File: config.mk
export PLATFORM = sky130hd
export DESIGN_NAME = entrada_juego
export DESIGN_NICKNAME = d
export VERILOG_FILES = /design/src/rtl/entrada_juego.sv
export SDC_FILE = /design/constraint.sdc
export NUM_CORES = 1
export LEC_CHECK = 0
export CAP_MARGIN = 20
export CORE_MARGIN = 2
export CORE_UTILIZATION = 55
export DETAILED_ROUTE_END_ITERATION = 10
export PLACE_DENSITY_LB_ADDON = 0.12
export SLEW_MARGIN = 20
export SYNTH_ARGS = -nofsm -noshare
export SYNTH_HDL_FRONTEND = slang
export SYNTH_SLANG_ARGS = --single-unit
File: constraint.sdc
create_clock -name clk -period 3.65 [get_ports clk]
set_clock_uncertainty 0.15 [all_clocks]
set_input_delay 0.365 -clock clk [delete_from_list [all_inputs] [get_ports clk]]
set_output_delay 0.365 -clock clk [all_outputs]
set_load 0.01 [all_outputs]
File: src/rtl/entrada_juego.sv
// Input conditioning and round timing ahead of the end-of-round FSM:
// button sync/debounce, press and double-press pulses, and a sticky round timer.
module entrada_juego #(
  parameter int DEB_CYCLES    = 4,
  parameter int WINDOW_CYCLES = 20,
  parameter int ROUND_CYCLES  = 100
) (
  input  logic        clk,
  input  logic        rst,
  input  logic        btn_raw,
  input  logic        start,
  output logic        finalizar,
  output logic        dos_p,
  output logic        pulsacion,
  output logic [15:0] cuenta_ronda
);

  localparam int DW     = (DEB_CYCLES > 1) ? $clog2(DEB_CYCLES + 1) : 1;
  localparam int WW_RAW = $clog2(WINDOW_CYCLES + 1) + 1;
  localparam int WW     = (WW_RAW > 5) ? WW_RAW : 5;

  typedef enum logic {DP_IDLE, DP_WAIT} dp_state_t;
  typedef enum logic [1:0] {T_IDLE, T_RUN, T_DONE} t_state_t;

  logic          sync1_q;
  logic          btn_sync_q;
  logic          btn_stable_q, btn_stable_d;
  logic [DW-1:0] deb_cnt_q, deb_cnt_d;
  logic          puls_q, puls_d;
  dp_state_t     dp_state_q, dp_state_d;
  logic [WW-1:0] win_cnt_q, win_cnt_d;
  logic          dos_q, dos_d;
  t_state_t      t_state_q, t_state_d;
  logic [15:0]   cnt_q, cnt_d;

  always_ff @(posedge clk or posedge rst) begin
    if (rst) begin
      sync1_q      <= 1'b0;
      btn_sync_q   <= 1'b0;
      btn_stable_q <= 1'b0;
      deb_cnt_q    <= '0;
      puls_q       <= 1'b0;
      dp_state_q   <= DP_IDLE;
      win_cnt_q    <= '0;
      dos_q        <= 1'b0;
      t_state_q    <= T_IDLE;
      cnt_q        <= '0;
    end else begin
      sync1_q      <= btn_raw;
      btn_sync_q   <= sync1_q;
      btn_stable_q <= btn_stable_d;
      deb_cnt_q    <= deb_cnt_d;
      puls_q       <= puls_d;
      dp_state_q   <= dp_state_d;
      win_cnt_q    <= win_cnt_d;
      dos_q        <= dos_d;
      t_state_q    <= t_state_d;
      cnt_q        <= cnt_d;
    end
  end

  // Debounce: the stable value flips only after DEB_CYCLES consecutive disagreements.
  always_comb begin
    btn_stable_d = btn_stable_q;
    deb_cnt_d    = '0;
    if (btn_sync_q != btn_stable_q) begin
      if (deb_cnt_q == DW'(DEB_CYCLES - 1)) begin
        btn_stable_d = ~btn_stable_q;
      end else begin
        deb_cnt_d = deb_cnt_q + 1'b1;
      end
    end
    puls_d = btn_stable_d & ~btn_stable_q;
  end

  always_comb begin
    dp_state_d = dp_state_q;
    win_cnt_d  = win_cnt_q;
    dos_d      = 1'b0;
    case (dp_state_q)
      DP_IDLE: begin
        if (puls_q) begin
          dp_state_d = DP_WAIT;
          win_cnt_d  = WW'(1);
        end
      end
      DP_WAIT: begin
        if (puls_q && (win_cnt_q <= WW'(WINDOW_CYCLES))) begin
          dos_d      = 1'b1;
          dp_state_d = DP_IDLE;
          win_cnt_d  = '0;
        end else if (win_cnt_q == WW'(WINDOW_CYCLES)) begin
          dp_state_d = DP_IDLE;
          win_cnt_d  = '0;
        end else begin
          win_cnt_d = win_cnt_q + 1'b1;
        end
      end
      default: begin
        dp_state_d = DP_IDLE;
        win_cnt_d  = '0;
      end
    endcase
  end

  // Round timer: T_DONE is terminal until reset, so finalizar stays asserted.
  always_comb begin
    t_state_d = t_state_q;
    cnt_d     = cnt_q;
    case (t_state_q)
      T_IDLE: begin
        cnt_d = '0;
        if (start) begin
          t_state_d = T_RUN;
        end
      end
      T_RUN: begin
        if (cnt_q == 16'(ROUND_CYCLES - 1)) begin
          t_state_d = T_DONE;
        end else begin
          cnt_d = cnt_q + 16'd1;
        end
      end
      T_DONE: begin
        cnt_d = cnt_q;
      end
      default: begin
        t_state_d = T_IDLE;
        cnt_d     = '0;
      end
    endcase
  end

  assign finalizar    = (t_state_q == T_DONE);
  assign dos_p        = dos_q;
  assign pulsacion    = puls_q;
  assign cuenta_ronda = cnt_q;

endmodule

# == Word-level counts from Yosys, hierarchy flattened ==
# Cells that the tools add are included.
# totals
reg_bits,33
in_bits,4
out_inout_bits,19
# classes
add_sub_neg,3
n_lt_le_gt_ge,1
n_eq_ne,10
n_mux,19
bitwise,4
reduce_logical,4
# ops
op,count
case mux 16 bit (2 select lines),1
2-to-1 mux 6 bit,3
"adder 16 x 1 -> 16 bit, second input constant",1
"equality test 16 x 7 -> 1 bit, second input constant",1
2-to-1 mux 16 bit,1
case mux 6 bit (2 select lines),1
"inequality test 2 bit, second input constant",4
2-to-1 mux 1 bit,7
"adder 6 x 1 -> 6 bit, second input constant",1
"equality test 6 x 5 -> 1 bit, second input constant",1
"less-or-equal comparator 6 x 5 -> 1 bit, second input constant",1
2-to-1 mux 3 bit,2
case mux 2 bit (3 select lines),1
2-to-1 mux 2 bit,2
"adder 3 x 1 -> 3 bit, second input constant",1
"equality test 3 x 2 -> 1 bit, second input constant",1
inverter 1 bit,3
AND reduction 3 bit,1
"equality test 2 x 1 -> 1 bit, second input constant",1
"equality test 2 bit, second input constant",1
logical NOT 2 bit,1
case mux 1 bit (2 select lines),1
AND reduction 2 bit,1
bitwise AND 1 bit,1
other kinds (2),2

# == Longest topological paths before layout ==
# Gate-level depths: netlist of the first run.
# logic_depth
ltp_word,4
depth_mapped,6

# == Worst setup path before layout of the first run ==
# Ideal clock, no wire load.
# synth_path
kind,flip-flop to flip-flop
from,"reg cnt_q[0], in the netlist cuenta_ronda[0]"
to,"reg cnt_q[14], in the netlist cuenta_ronda[14]"
setup_ns,0.126
arrival_time_ns,1.841
t_required_ns,3.374
setup_slack_ns,1.533
path_stages_with_launch,6
n_path_buf,0
period_less_slack_ns,2.117
cell_sequence,dfrtp_1 > ha_1 > nand4_4 > or4_4 > and4_4 > a221o_1
# synth_via
elab_chain_cells,3
elab_cells_between_ends,6
# synth_rtl
element,line,rtl
start: declaration,34,"logic [15:0] cnt_q, cnt_d;"
start signal: assignment,58,cnt_q <= cnt_d;
adder 16 x 1 -> 16 bit / equality test 16 x 7 -> 1 bit (equally long branches),"121, 118",
2-to-1 mux 16 bit / inequality test 2 bit (equally long branches),-,
case mux 16 bit (2 select lines) / AND reduction 2 bit (equally long branches),-,
# Parallel ways exist; a longest one is shown, timed or not. The select of a mux whose other input is x is not followed.
# A chain may end at the register's enable or synchronous reset.

# == Worst setup path in the final report of the first run ==
# layout_path
from,reg t_state_q[0]
to,out finalizar
# layout_via
elab_chain_cells,1
# layout_rtl
element,line,rtl
start: declaration,33,"t_state_t t_state_q, t_state_d;"
start signal: assignment,57,t_state_q <= t_state_d;
equality test 2 bit,134,assign finalizar = (t_state_q == T_DONE);
end: declaration,12,"output logic finalizar,"
# No other way between the ends.

==> implementation parameters, run 1 <==
Parameter                              Value

Placement
  Inst Count DP    237
  Standard cell area after detailed placement    2020 sq um
  Post-place setup slack    1430 ps
  Detailed Place HPWL    2820 microns
  Count of input and output buffers    22
  Routability-driven placement congestion ratio    0.896

Power
  Static power due to leakage    0.860 nW
  Max rail drop VDD    0.504 mV
  Power density of the placed cells    620 nW/um^2
  Reg power frac    0.456
  Switching power share of the total    0.367
  Internal power    827 uW
  Clock network fraction of total power    0.213
  Share of power burned in combinational logic    0.331
  Switch Pwr    480 uW

Setup path
  Cell family with most CP delay    buffers and inverters
  Startpoint of the worst register-to-register path    cuenta_ronda[0]$_DFFE_PP0P_
  Required time of the worst setup path    3130 ps
  RR Endpoint    cuenta_ronda[14]$_DFFE_PP0P_
  Crit Path Max Fanout    5
  Series of cell instances along the critical path    nor2b_1, clkdlybuf4s50_1
  Max incr delay on CP    640 ps
  Cells on worst reg2reg path    5
  Kind of end point of the critical path    primary output
  Register-to-register setup slack    1390 ps
  Count of buffer and inverter cells on the critical path    1
  Nature of the critical path startpoint    register
  Startpoint-to-endpoint class of the critical path    reg -> out
  Worst-path cell with the longest stage delay    clkdlybuf4s50_1
  Endpoint arrival time on the critical path    1880 ps

Job
  Max-cap violations    0

Yosys
  Mean area per synthesized cell    10.2 sq um
  Share of the synthesized area in the top cell type    0.464
  Number of warnings issued by yosys    0
  Count of flip-flops with a built-in enable after synthesis    0
  Leading register cell type out of synthesis    dfrtp_1
  Cell variety after synth    49
  Biggest area consumer among synthesized cells    dfrtp_1
  Synth Cell Area    1780 sq um
  Register area share after synthesis    0.464
  Synthesized instance count    175
  Async SR Flop Fraction    1.00
  Synth Register Bits    33
  Net count after synthesis    183
  Cell types occupying the most area after synthesis    dfrtp_1, o211ai_1, ha_1, inv_1, nor2_1

Die
  Area of the core    3050 sq um
  Die extent in y    60.9 microns
  I/O pin cnt    23
  Width of the die    60.9 microns
  Die area    3710 sq um
  Starting utilization of the core area    0.583
  Standard-cell rows    20

Detailed routing
  Total Routed Length    3870 microns
  Number of routed nets with antenna violations    0
  Residual DRC    0
  Violation count after the first detailed-routing iteration    86
  Wirelength per Cell    15.8 microns
  Iteration count of the initial detailed-routing pass    4
  Number of vias after detailed routing    1,476
  Number of vias per cell after detailed routing    6.02

Clock tree
  Clock latency at the later pin of the worst-skew pair    340 ps
  # resized after CTS    0
  H-tree level count    2
  CTS Root Cell    clkbuf_4
  CTS buffer count    5
  Clock tree sinks    33
  Number of setup buffers added after CTS    0
  # hold bufs at CTS    0
  CTS tree    yes
  Post-CTS clock slew at the launch and capture registers of the worst setup and hold paths    110 ps
  Largest buffer count on any clock path    2

GRT
  Maximum number of pins on one net before global-route repair    27
  Number of global-route vias before repair    1,426
  Global-route wire length before repair    6510 microns
  Congestion Overflow GR    0
  Global-route usage over all layers    0.245
  Antenna violations before repair    0

STA
  Setup slack after layout    1250 ps
  Final setup vio count    0
  Total negative slack for setup checks    0 ps
  Number of max-slew violations in the final report    0
  Number of endpoints with negative hold slack in the final report    0
  Worst slew margin relative to its limit    0.300
  Least-Margin Pin Slew    1050 ps
  Achievable clock frequency    417 MHz
  Min Clock Period, post-route    2400 ps
  Unrepaired setup endpoints after global routing    false
  Share of the cycle needed by the critical path after routing    0.656

Status
  Result of the run    completed

Cells and area
  Number of nets at the end of the flow    208
  Final design area excluding fillers    2110 sq um
  Ratio of cells with drive above 1 in the final layout    0.0995
  Number of fill cells    253
  Most common library cell in the layout ignoring fill and taps    dfrtp_1
  Final cell count without fillers    245
  Leading cell types in the layout, fill and taps excluded    dfrtp_1, clkdlybuf4s50_1, inv_1, nor2_1, nand2_1
  P&R area growth vs syn    18.5%
  Total inserted antenna cells    0

Min path
  Min-Delay Path Class    in -> async
==> per-stage QoR <==
stage	hold WS [ps]	util	power (mW)
CTS	91.8	0.691	1.32
finish	99.8	0.691	1.31
global route	98.0	0.691	1.41
detailed placement	190	0.663	1.03
floorplan	181	-	0.892
global placement	186	0.663	1.01
==> worst reg2reg max path: stages, from the launching register on <==
cell and delay (ps):
dfrtp_1 450, ha_1 290, nand4_4 190, or4_4 590
and4_4 200, a221o_1 260
==> flip-flops by register name (all words and copies together) (netlist names) <==
signal,flops
cuenta_ronda,16
win_cnt_q,6
deb_cnt_q,3
t_state_q,2
btn_stable_q,1
btn_sync_q,1
dos_p,1
dp_state_q,1
pulsacion,1
sync1_q,1
==> synthesized netlist by cell type, types with 4 or more instances <==
| library cell | count |
|---|---|
| inv_1 | 13 |
| ha_1 | 4 |
| nor4_1 | 5 |
| nand2_1 | 10 |
| o211ai_1 | 8 |
| o21ai_0 | 8 |
| nand3_1 | 8 |
| a221o_1 | 4 |
| nor2_1 | 12 |
| nor2b_1 | 4 |
| and4_1 | 4 |
| dfrtp_1 | 33 |
| nand4_1 | 6 |
==> routing by layer <==
layer	global-route usage	wire, microns
met2	0.392	1920
met1	0.312	1660
met5	0	0
met4	0.121	117
met3	0.0618	168
==> power groups by stage <==
stage                     registers, mW  clock network, mW  logic (mW)
after floorplan                   0.560                  0       0.331
after global placement            0.592                  0       0.416
after detailed placement          0.600                  0       0.433
after CTS                         0.594              0.287       0.435
after global routing              0.615              0.302       0.488
final                             0.596              0.279       0.432
==> final cells by class <==
class	count	area, sq um	share of cell area
clock buffer	5	37.5	0.0178
inverter	14	52.6	0.0249
clock inverter	3	46.3	0.0220
tap	44	55.1	0.0261
multi-input combinational	123	863	0.409
timing repair buffer	23	228	0.108
sequential	33	826	0.392
==> worst max-delay path by stage <==
stage | startpoint | endpoint | slack (ps) | cells after the start
4_1_cts | t_state_q[0]$_DFFE_PP0P_ | finalizar | 1240 | 2
2_1_floorplan | cuenta_ronda[0]$_DFFE_PP0P_ | cuenta_ronda[14]$_DFFE_PP0P_ | 1530 | 5
6_report | t_state_q[0]$_DFFE_PP0P_ | finalizar | 1250 | 2
3_3_place_gp | cuenta_ronda[0]$_DFFE_PP0P_ | cuenta_ronda[5]$_DFFE_PP0P_ | 1500 | 6
5_1_grt | t_state_q[1]$_DFFE_PP0P_ | finalizar | 1150 | 2
3_5_place_dp | cuenta_ronda[0]$_DFFE_PP0P_ | cuenta_ronda[14]$_DFFE_PP0P_ | 1430 | 5
==> kinds of logic (layout without fill, tap and decap cells) <==
family / count (synthesis) / count (layout) / share of synthesized area
compound gates: 43 / 43 / 0.187
xor+xnor: 4 / 4 / 0.0197
fa+ha+maj: 4 / 4 / 0.0281
buf+inv: 19 / 45 / 0.0506
flops: 33 / 33 / 0.464
mux: 2 / 2 / 0.0127
simple gates: 70 / 70 / 0.238
(Power assumes the default switching activity.)
==> inputs of run 2 (changes only) <==
--- a/config.mk
+++ b/config.mk
@@ -7,7 +7,7 @@
 export LEC_CHECK = 0
 export CAP_MARGIN = 20
 export CORE_MARGIN = 2
-export CORE_UTILIZATION = 55
+export CORE_UTILIZATION = 49
 export DETAILED_ROUTE_END_ITERATION = 10
 export PLACE_DENSITY_LB_ADDON = 0.12
 export SLEW_MARGIN = 20
==> constraint.sdc (replaced) <==
create_clock -name clk -period 2.2 [get_ports clk]
set_clock_uncertainty 0.15 [all_clocks]
set_input_delay 0.22 -clock clk [delete_from_list [all_inputs] [get_ports clk]]
set_output_delay 0.22 -clock clk [all_outputs]
set_load 0.01 [all_outputs]
==> run 2 against run 1 <==
  * Register-to-register slack worse by 1300 ps
  * Sequential power up 64%
  * Final area up 3.9%
  * Largest cell class unchanged
  * Count of clock-buffer cells in the layout up 2
  * Total power rose by 73%
  * Global-route usage is 1.4 points lower
  * Sequential cell count stayed put
  * Sequential share of layout area decreased by 1.3 points
  * Critical path type is now reg -> reg
==> implementation parameters, run 2 (synthesis results as in run 1) <==
Parameter                              Value

Status
  Result of the run    completed

Detailed routing
  Number of vias after detailed routing    1,564
  Routed metal-1 wire length    1980 microns
  WL met2    1970 microns
  DR WL met3    274 microns
  Iteration count of the initial detailed-routing pass    4
  Total Routed Length    4290 microns
  Number of routed nets with antenna violations    0
  Number of vias per cell after detailed routing    6.09
  Residual DRC    0
  Wirelength per Cell    16.7 microns
  Violation count after the first detailed-routing iteration    165
  Topmost layer with routed signal wires    met4

GRT
  Antenna violations before repair    0
  Global-route usage over all layers    0.231
  Congestion Overflow GR    0
  Number of global-route vias before repair    1,559
  Global-route wire length before repair    7360 microns
  Maximum number of pins on one net before global-route repair    34

Clock tree
  CTS tree    yes
  CTS Root Cell    clkbuf_4
  Number of setup buffers added after CTS    0
  Largest buffer count on any clock path    2
  Post-CTS clock slew at the launch and capture registers of the worst setup and hold paths    110 ps
  H-tree level count    2
  CTS buffer count    5
  # resized after CTS    0
  Clock latency at the later pin of the worst-skew pair    330 ps
  Clock tree sinks    33
  # hold bufs at CTS    0

Cells and area
  P&R area growth vs syn    23.1%
  Multi-input gate area    863 sq um
  Register area    828 sq um
  Final design area excluding fillers    2190 sq um
  Total inserted antenna cells    0
  Number of fill cells    275
  Most common library cell in the layout ignoring fill and taps    dfrtp_1
  Post-layout util    0.641
  Number of nets at the end of the flow    218
  Ratio of cells with drive above 1 in the final layout    0.147
  Max FFs per register    16
  Leading cell types in the layout, fill and taps excluded    dfrtp_1, clkdlybuf4s50_1, inv_1, nor2_1, buf_4

Job
  Max-cap violations    0

Placement
  Count of input and output buffers    22
  Detailed Place HPWL    2980 microns
  Routability-driven placement congestion ratio    0.874
  Standard cell area after detailed placement    2100 sq um

Setup path
  Cells on worst reg2reg path    6
  Startpoint of the worst register-to-register path    cuenta_ronda[0]$_DFFE_PP0P_
  Required time of the worst setup path    2280 ps
  RR Endpoint    cuenta_ronda[14]$_DFFE_PP0P_
  Kind of end point of the critical path    register
  Crit Path Max Fanout    9
  Startpoint-to-endpoint class of the critical path    reg -> reg
  Register-to-register setup slack    120 ps
  Nature of the critical path startpoint    register
  Endpoint arrival time on the critical path    2160 ps

STA
  Least-Margin Pin Slew    502 ps
  Worst slew margin relative to its limit    0.665
  Achievable clock frequency    480 MHz
  Worst hold margin    132 ps
  Unrepaired setup endpoints after global routing    false
  Number of endpoints with negative hold slack in the final report    0
  Number of max-slew violations in the final report    0
  Min Clock Period, post-route    2080 ps
  Final setup vio count    0
  Share of the cycle needed by the critical path after routing    0.946
  Total negative slack for setup checks    0 ps

Die
  I/O pin cnt    23
  Die area    4130 sq um
  Width of the die    64.3 microns
  Area of the core    3420 sq um
  Starting utilization of the core area    0.521
  Die extent in y    64.3 microns
  Standard-cell rows    21

Min path
  Min-Delay Path Class    in -> async

Power
  Power density of the placed cells    1030 nW/um^2
  Static power due to leakage    0.907 nW
  Max rail drop VDD    0.498 mV
## run 2: worst max path at each step
stage,startpoint,endpoint,cells past startpoint
after floorplan,cuenta_ronda[0]$_DFFE_PP0P_,cuenta_ronda[14]$_DFFE_PP0P_,5
after CTS,cuenta_ronda[2]$_DFFE_PP0P_,cuenta_ronda[11]$_DFFE_PP0P_,4
after global placement,cuenta_ronda[2]$_DFFE_PP0P_,cuenta_ronda[11]$_DFFE_PP0P_,4
after detailed placement,cuenta_ronda[2]$_DFFE_PP0P_,cuenta_ronda[11]$_DFFE_PP0P_,4
after global routing,cuenta_ronda[0]$_DFFE_PP0P_,cuenta_ronda[7]$_DFFE_PP0P_,6
final,cuenta_ronda[0]$_DFFE_PP0P_,cuenta_ronda[14]$_DFFE_PP0P_,6
## run 2: layer usage
layer / track usage / vias up
li1: - / 735
met1: 0.328 / 763
met2: 0.350 / 56
met3: 0.0528 / 10
met4: 0.0771 / 0
met5: 0 / -
## run 2: report_power, final
group | internal (mW) | switching (mW) | total [mW] | leakage (nW)
Sequential | 0.757 | 0.222 | 0.979 | 0.425
Combinational | 0.419 | 0.379 | 0.798 | 0.437
Clock | 0.271 | 0.216 | 0.487 | 0.0455
## run 2: cell type report
type,count,area share
clock inverter,1,0.0137
inverter,14,0.0240
tap,46,0.0263
multi-input combinational,123,0.394
clock buffer,7,0.0251
timing repair buffer,33,0.138
sequential,33,0.378
## run 2: worst max-delay path, cell delays in order, from the launching register on
cell     delay (ps)
dfrtp_1         400
ha_1            290
and4b_1         250
and4_1          290
a21oi_4         160
inv_2           100
a221o_1         350
## run 2: per-stage QoR
stage / setup slack, ps / cells / total power, mW
2_1_floorplan: 82.8 / 175 / 1.48
3_3_place_gp: 127 / 249 / 1.72
3_5_place_dp: 80.3 / 249 / 1.78
4_1_cts: 74.9 / 257 / 2.26
5_1_grt: 15.4 / 257 / 2.41
6_report: 118 / 257 / 2.26
